--- src/rtl/hamming_parity_sequencer_pkg.sv ---
// Shared definitions for the Hamming parity sequencer.
// Contents:
//   state_t          - sequencer states (IDLE, SCAN, DONE)
//   MODE_ENC/CHK     - request mode encodings
//   hamming_pos(i)   - 1-indexed codeword position of data bit i
//   group_mask(k)    - data bits covered by parity group k
package hamming_pkg;

    // Widest data word the mask helper can describe.
    localparam int unsigned MAX_W = 64;

    typedef enum logic [1:0] {
        IDLE = 2'd0,
        SCAN = 2'd1,
        DONE = 2'd2
    } state_t;

    localparam logic MODE_ENC = 1'b0;
    localparam logic MODE_CHK = 1'b1;

    // Data bit i occupies the i-th non-power-of-two position, counting from 1.
    function automatic int unsigned hamming_pos(input int unsigned i);
        int unsigned seen;
        int unsigned pos;
        seen = 0;
        pos  = 0;
        for (int unsigned q = 1; q <= 2 * MAX_W; q++) begin
            if (pos == 0 && (q & (q - 32'd1)) != 32'd0) begin
                if (seen == i) pos = q;
                seen++;
            end
        end
        return pos;
    endfunction

    // Bit i is set when bit k of the position of data bit i is set.
    function automatic logic [MAX_W-1:0] group_mask(input int unsigned k,
                                                    input int unsigned data_w = 8);
        logic [MAX_W-1:0] m;
        m = '0;
        for (int unsigned i = 0; i < MAX_W; i++) begin
            if (i < data_w && ((hamming_pos(i) >> k) & 32'd1) != 32'd0) m[i] = 1'b1;
        end
        return m;
    endfunction

endpackage

--- src/rtl/hamming_parity_sequencer_xor.sv ---
// peres_multi_xor: reduction XOR built as a cascade of Peres gates.
// Ports:
//   a       - operand bits
//   y       - XOR of all bits of a
//   garbage - Peres AND-side outputs (prefix parity & next bit); not functional
module peres_multi_xor #(
    parameter int unsigned WIDTH = 8
) (
    input  logic [WIDTH-1:0] a,
    output logic             y,
    output logic [WIDTH-1:0] garbage
);

    logic [WIDTH-1:0] chain;

    assign chain[0]   = a[0];
    assign garbage[0] = 1'b0;

    // Each stage: Q = prefix ^ a[i], R = prefix & a[i] (C input tied to 0).
    for (genvar i = 1; i < WIDTH; i++) begin : g_stage
        assign chain[i]   = chain[i-1] ^ a[i];
        assign garbage[i] = chain[i-1] & a[i];
    end

    assign y = chain[WIDTH-1];

endmodule

--- src/rtl/hamming_parity_sequencer.sv ---
// hamming_parity_sequencer: Hamming encoder/checker that shares one multi-XOR
// across the parity groups, computing one group per clock.
// Ports:
//   clk, rst                     - clock, synchronous active-high reset
//   in_valid/in_ready            - request handshake (ready only in IDLE)
//   in_mode, in_data, in_parity  - request: 0=encode, 1=check; data; received parity
//   out_valid/out_ready          - result handshake
//   out_mode, out_parity         - captured mode; parity (encode) or syndrome (check)
//   out_data                     - captured data (encode) or corrected data (check)
//   out_err, out_uncorr          - check-mode error / uncorrectable flags
//   busy                         - sequencer not in IDLE
module hamming_parity_sequencer
    import hamming_pkg::*;
#(
    parameter int unsigned DATA_W = 8,
    parameter int unsigned PAR_W  = 4
) (
    input  logic              clk,
    input  logic              rst,
    input  logic              in_valid,
    output logic              in_ready,
    input  logic              in_mode,
    input  logic [DATA_W-1:0] in_data,
    input  logic [PAR_W-1:0]  in_parity,
    output logic              out_valid,
    input  logic              out_ready,
    output logic              out_mode,
    output logic [PAR_W-1:0]  out_parity,
    output logic [DATA_W-1:0] out_data,
    output logic              out_err,
    output logic              out_uncorr,
    output logic              busy
);

    localparam int unsigned CW_W  = DATA_W + PAR_W;
    localparam int unsigned CNT_W = (PAR_W > 1) ? $clog2(PAR_W) : 1;

    if (2 ** PAR_W < DATA_W + PAR_W + 1) begin : g_bad_par_w
        $error("PAR_W too small for DATA_W");
    end

    // Constant group masks and data-bit positions.
    logic [DATA_W-1:0] mask  [PAR_W];
    logic [PAR_W-1:0]  pos_c [DATA_W];

    for (genvar k = 0; k < PAR_W; k++) begin : g_mask
        assign mask[k] = DATA_W'(group_mask(k, DATA_W));
    end
    for (genvar i = 0; i < DATA_W; i++) begin : g_pos
        assign pos_c[i] = PAR_W'(hamming_pos(i));
    end

    state_t              state_q, state_d;
    logic [CNT_W-1:0]    cnt_q, cnt_d;
    logic [PAR_W-1:0]    acc_q, acc_d;
    logic                mode_q, mode_d;
    logic [DATA_W-1:0]   data_q, data_d;
    logic [PAR_W-1:0]    par_q, par_d;

    logic                in_ready_d, out_valid_d, out_mode_d, out_err_d, out_uncorr_d, busy_d;
    logic [PAR_W-1:0]    out_parity_d;
    logic [DATA_W-1:0]   out_data_d;

    // Shared parity unit; garbage outputs carry no information.
    logic                xor_bit;
    logic [DATA_W-1:0]   xor_garbage_unused;

    peres_multi_xor #(.WIDTH(DATA_W)) u_xor (
        .a       (data_q & mask[cnt_q]),
        .y       (xor_bit),
        .garbage (xor_garbage_unused)
    );

    // Final accumulator including the group being processed this cycle.
    logic [PAR_W-1:0]  acc_fin, syndrome;
    logic [DATA_W-1:0] corr_data;

    always_comb begin
        acc_fin        = acc_q;
        acc_fin[cnt_q] = xor_bit;
        syndrome       = (mode_q == MODE_CHK) ? (acc_fin ^ par_q) : acc_fin;
        corr_data      = data_q;
        if (mode_q == MODE_CHK) begin
            for (int unsigned i = 0; i < DATA_W; i++) begin
                if (syndrome == pos_c[i]) corr_data[i] = ~data_q[i];
            end
        end
    end

    // Next-state and registered-output logic.
    always_comb begin
        state_d      = state_q;
        cnt_d        = cnt_q;
        acc_d        = acc_q;
        mode_d       = mode_q;
        data_d       = data_q;
        par_d        = par_q;
        in_ready_d   = in_ready;
        out_valid_d  = out_valid;
        out_mode_d   = out_mode;
        out_parity_d = out_parity;
        out_data_d   = out_data;
        out_err_d    = out_err;
        out_uncorr_d = out_uncorr;
        busy_d       = busy;

        case (state_q)
            IDLE: begin
                if (in_valid) begin
                    mode_d     = in_mode;
                    data_d     = in_data;
                    par_d      = in_parity;
                    acc_d      = '0;
                    cnt_d      = '0;
                    state_d    = SCAN;
                    in_ready_d = 1'b0;
                    busy_d     = 1'b1;
                end
            end
            SCAN: begin
                acc_d = acc_fin;
                cnt_d = cnt_q + CNT_W'(1);
                if (cnt_q == CNT_W'(PAR_W - 1)) begin
                    cnt_d        = '0;
                    state_d      = DONE;
                    out_valid_d  = 1'b1;
                    out_mode_d   = mode_q;
                    out_parity_d = syndrome;
                    out_data_d   = corr_data;
                    out_err_d    = (mode_q == MODE_CHK) && (syndrome != '0);
                    out_uncorr_d = (mode_q == MODE_CHK) && (32'(syndrome) > CW_W);
                end
            end
            DONE: begin
                if (out_ready) begin
                    state_d     = IDLE;
                    out_valid_d = 1'b0;
                    in_ready_d  = 1'b1;
                    busy_d      = 1'b0;
                end
            end
            default: begin
                state_d    = IDLE;
                in_ready_d = 1'b1;
                busy_d     = 1'b0;
            end
        endcase
    end

    // State and output registers.
    always_ff @(posedge clk) begin
        if (rst) begin
            state_q    <= IDLE;
            cnt_q      <= '0;
            acc_q      <= '0;
            mode_q     <= 1'b0;
            data_q     <= '0;
            par_q      <= '0;
            in_ready   <= 1'b1;
            out_valid  <= 1'b0;
            out_mode   <= 1'b0;
            out_parity <= '0;
            out_data   <= '0;
            out_err    <= 1'b0;
            out_uncorr <= 1'b0;
            busy       <= 1'b0;
        end else begin
            state_q    <= state_d;
            cnt_q      <= cnt_d;
            acc_q      <= acc_d;
            mode_q     <= mode_d;
            data_q     <= data_d;
            par_q      <= par_d;
            in_ready   <= in_ready_d;
            out_valid  <= out_valid_d;
            out_mode   <= out_mode_d;
            out_parity <= out_parity_d;
            out_data   <= out_data_d;
            out_err    <= out_err_d;
            out_uncorr <= out_uncorr_d;
            busy       <= busy_d;
        end
    end

endmodule
--- config.mk ---
export PLATFORM = sky130hd
export DESIGN_NAME = hamming_parity_sequencer
export DESIGN_NICKNAME = d
export VERILOG_FILES = /design/src/rtl/hamming_parity_sequencer_pkg.sv /design/src/rtl/hamming_parity_sequencer_xor.sv /design/src/rtl/hamming_parity_sequencer.sv
export SDC_FILE = /design/constraint.sdc
export NUM_CORES = 1
export LEC_CHECK = 0
export CAP_MARGIN = 10
export CORE_MARGIN = 4
export CORE_UTILIZATION = 45
export CTS_CLUSTER_DIAMETER = 50
export DETAILED_ROUTE_END_ITERATION = 6
export GPL_ROUTABILITY_DRIVEN = 0
export PLACE_DENSITY = 0.77
export SETUP_SLACK_MARGIN = 0.3
export SLEW_MARGIN = 20
export SYNTH_ARGS = -nofsm -noshare
export SYNTH_HDL_FRONTEND = slang
export SYNTH_HIERARCHICAL = 1
export SYNTH_SLANG_ARGS = --single-unit
--- constraint.sdc ---
create_clock -name clk -period 4.2 [get_ports clk]
set_input_delay 0.84 -clock clk [delete_from_list [all_inputs] [get_ports clk]]
set_output_delay 0.84 -clock clk [all_outputs]
set_load 0.03 [all_outputs]
==> impl_metrics.ini <==
[pwr]
p_total_uw = 833
power.switching_fraction_pct = 28.4
p_clk_share_pct = 29.2
power.share.combinational_pct = 23.3
p_per_area_mw_per_mm2 = 316
power.internal_uw = 596
p_seq_share_pct = 47.5
power.leakage_uw = 0.000899
total_switching_power_uw = 237
peakVddDrop_uv = 160

[final_layout]
flow.area_growth_from_synthesis_pct = 31.6
finalInstanceArea_sq_mm = 0.00264
fin_nets = 295
antennaDiodeCount = 0
layout.core_utilization_pct = 63.6
post_route_cells_drive_above_1_share_pct = 18.0

[timing]
max_slew.worst_pin.slew_ns = 0.788
finalClockSkew_ns = 0.00296
fraction_of_the_cycle_the_final_worst_path_needs_pct = 91.7
grt_setup_unrepaired = no
period_needed_ns = 3.85
max_clock_freq_mhz = 260
report.final.hold_viol_count = 0
final.hold.worst_slack_ns = 0.453
worst_slew_margin_rel_pct = 47.4
setup-violations-final = 0
number_of_slew_limit_violations_in_the_final_report = 0
fin_setup_tns_ns = 0

[detailed_routing]
detailedRoute.firstIterationViolations = 101
drt_wl_total_um = 4480
drt_drc_violations_left = 0
vias_per_cell = 5.26
avgRoutedWirePerCell_um = 14.1
drt-pass1-iter-count = 4
detail-route-antenna-nets = 0
vias = 1669

[logic_synthesis]
postSynthCellCount = 229
post_synth.cell_area_avg_sq_um = 8.74
yosysWarningCount = 6
syn-num-nets = 258
synth_area_sq_mm = 0.00200

[job]
maxCapViolations = 0

[cts]
clk_path_buf_depth = 2
num_cts_buffers = 5
cts_tree = done
cts_root_buffer = sky130_fd_sc_hd__clkbuf_8
clock_insertion_delay_worst_skew_ns = 0.29
worst_path_clk_slew_ns = 0.07
cts_num_sinks = 39
clock_tree.htree_level_count = 2

[global_route]
via_count_of_the_first_global_routing_pass = 1579
grt_start_max_net_pins = 40
wire_length_of_the_first_global_routing_pass_um = 7270
antenna_found_initial = 0
grt_overflow = 0
track_usage_pct = 17.1

[setup_path]
crit_arrival_ns = 4.06
r2r.worst_path.cells = 15
critical_path.reg2reg.startpoint = cnt_q[1]
r2r-end = out_data[7]
timing.critical_path.from_type = register
timing.reg2reg.setup_slack_ns = 0.35
worst_setup_path_end_kind = register
timing.critical_path.required_ns = 4.41
setup.worst_path.class = register to register
path_max_fanout = 6

[min_path]
hold_path_startpoint = out_err
worstHoldPathType = register to register
min_delay_path_depth = 2
worst_hold_path.endpoint = out_err

[die]
chip_height_um = 74.7
core_sq_mm = 0.00414
die-width_um = 74.7
initial_utilization_pct = 48.3
io_pins = 35
die_area_sq_mm = 0.00558
total_number_of_placement_rows = 23

[placement]
post_dp_cell_area_sq_mm = 0.00242
io_buffer_count = 34
post-dp-hpwl_um = 3130

[status]
run_status = finished, final reports clean
## cell type report
type                    count  area, sq um
well taps                  50         62.6
repair buffers             43          408
fillers                   377         1510
multi-input cells         174         1290
clock inverters             1         5.00
flip-flops and latches     39          786
inverters                   3         11.3
clock buffers               7         76.3
## cell usage in the layout, fill, tap and decap left out, types with 2 or more instances in the layout
master / n
sky130_fd_sc_hd__xnor2_2: 2
sky130_fd_sc_hd__a21oi_1: 32
sky130_fd_sc_hd__nor4_2: 3
sky130_fd_sc_hd__nor2b_1: 6
sky130_fd_sc_hd__ha_1: 4
sky130_fd_sc_hd__nand3_1: 4
sky130_fd_sc_hd__and2_1: 5
sky130_fd_sc_hd__xnor2_1: 9
sky130_fd_sc_hd__inv_1: 2
sky130_fd_sc_hd__clkbuf_8: 5
sky130_fd_sc_hd__nand2b_1: 3
sky130_fd_sc_hd__dfxtp_1: 37
sky130_fd_sc_hd__clkdlybuf4s50_1: 34
sky130_fd_sc_hd__nor4b_2: 3
sky130_fd_sc_hd__nand2_1: 38
sky130_fd_sc_hd__a211oi_1: 2
sky130_fd_sc_hd__ha_4: 7
sky130_fd_sc_hd__buf_4: 9
sky130_fd_sc_hd__a211oi_2: 6
sky130_fd_sc_hd__o21ai_0: 4
sky130_fd_sc_hd__nor3_1: 2
sky130_fd_sc_hd__nor2_1: 28
sky130_fd_sc_hd__clkbuf_1: 2
sky130_fd_sc_hd__mux2i_4: 3
## critical path, stage by stage (launching register included)
cell and delay, ns:
sky130_fd_sc_hd__dfxtp_4 0.37, sky130_fd_sc_hd__inv_1 0.06, sky130_fd_sc_hd__ha_2 0.20, sky130_fd_sc_hd__o21a_1 0.18, sky130_fd_sc_hd__ha_1 0.30, sky130_fd_sc_hd__ha_4 0.28
sky130_fd_sc_hd__ha_4 0.19, sky130_fd_sc_hd__ha_4 0.27, sky130_fd_sc_hd__ha_4 0.19, sky130_fd_sc_hd__ha_4 0.27, sky130_fd_sc_hd__ha_4 0.22, sky130_fd_sc_hd__mux2_4 0.31
sky130_fd_sc_hd__mux2i_4 0.23, sky130_fd_sc_hd__nand4b_1 0.26, sky130_fd_sc_hd__xor2_1 0.20, sky130_fd_sc_hd__a211oi_1 0.22
## power groups by stage
stage               logic (uW)  registers [uW]  clock network (uW)
CTS                        191             395                 252
floorplan                  107             404                   0
finish                     194             395                 243
detailed placement         157             404                   0
global route               209             396                 267
global placement           152             403                   0
## worst max path at each step
stage | from | endpoint | cells past startpoint
after detailed placement | cnt_q[1] | out_data[2] | 15
after CTS | cnt_q[1] | out_data[2] | 15
after global routing | cnt_q[1] | out_data[7] | 15
after global placement | cnt_q[1] | out_data[1] | 16
after floorplan | cnt_q[0] | out_data[7] | 16
final | cnt_q[1] | out_data[7] | 15
## repair_timing
item | in CTS | in global routing
setup buffers | 2 | 0
hold endpoints to repair | 0 | 0
gates resized for setup | 10 | 4
pin swaps | 3 | 2
hold buffers | 0 | 0
setup endpoints to repair | 11 | 6
## metal layers
layer  global-route usage, %  wire length [um]
met1                    21.3              1990
met2                    28.8              2180
met3                    4.94               239
met4                    5.34                68
met5                       0                 0
## registers in the layout, indices dropped and copies added (netlist names), 2 cells and up
| signal | flops |
|---|---|
| acc_q | 4 |
| cnt_q | 2 |
| data_q | 8 |
| out_data | 8 |
| out_parity | 4 |
| par_q | 4 |
| state_q | 2 |
## through the flow
stage	std cells	setup WS [ns]
CTS	317	0.318
finish	317	0.347
floorplan	229	0.296
global route	317	0.283
global placement	307	0.0672
detailed placement	307	-0.0751
Note: power is estimated with default switching activity, not from simulation.
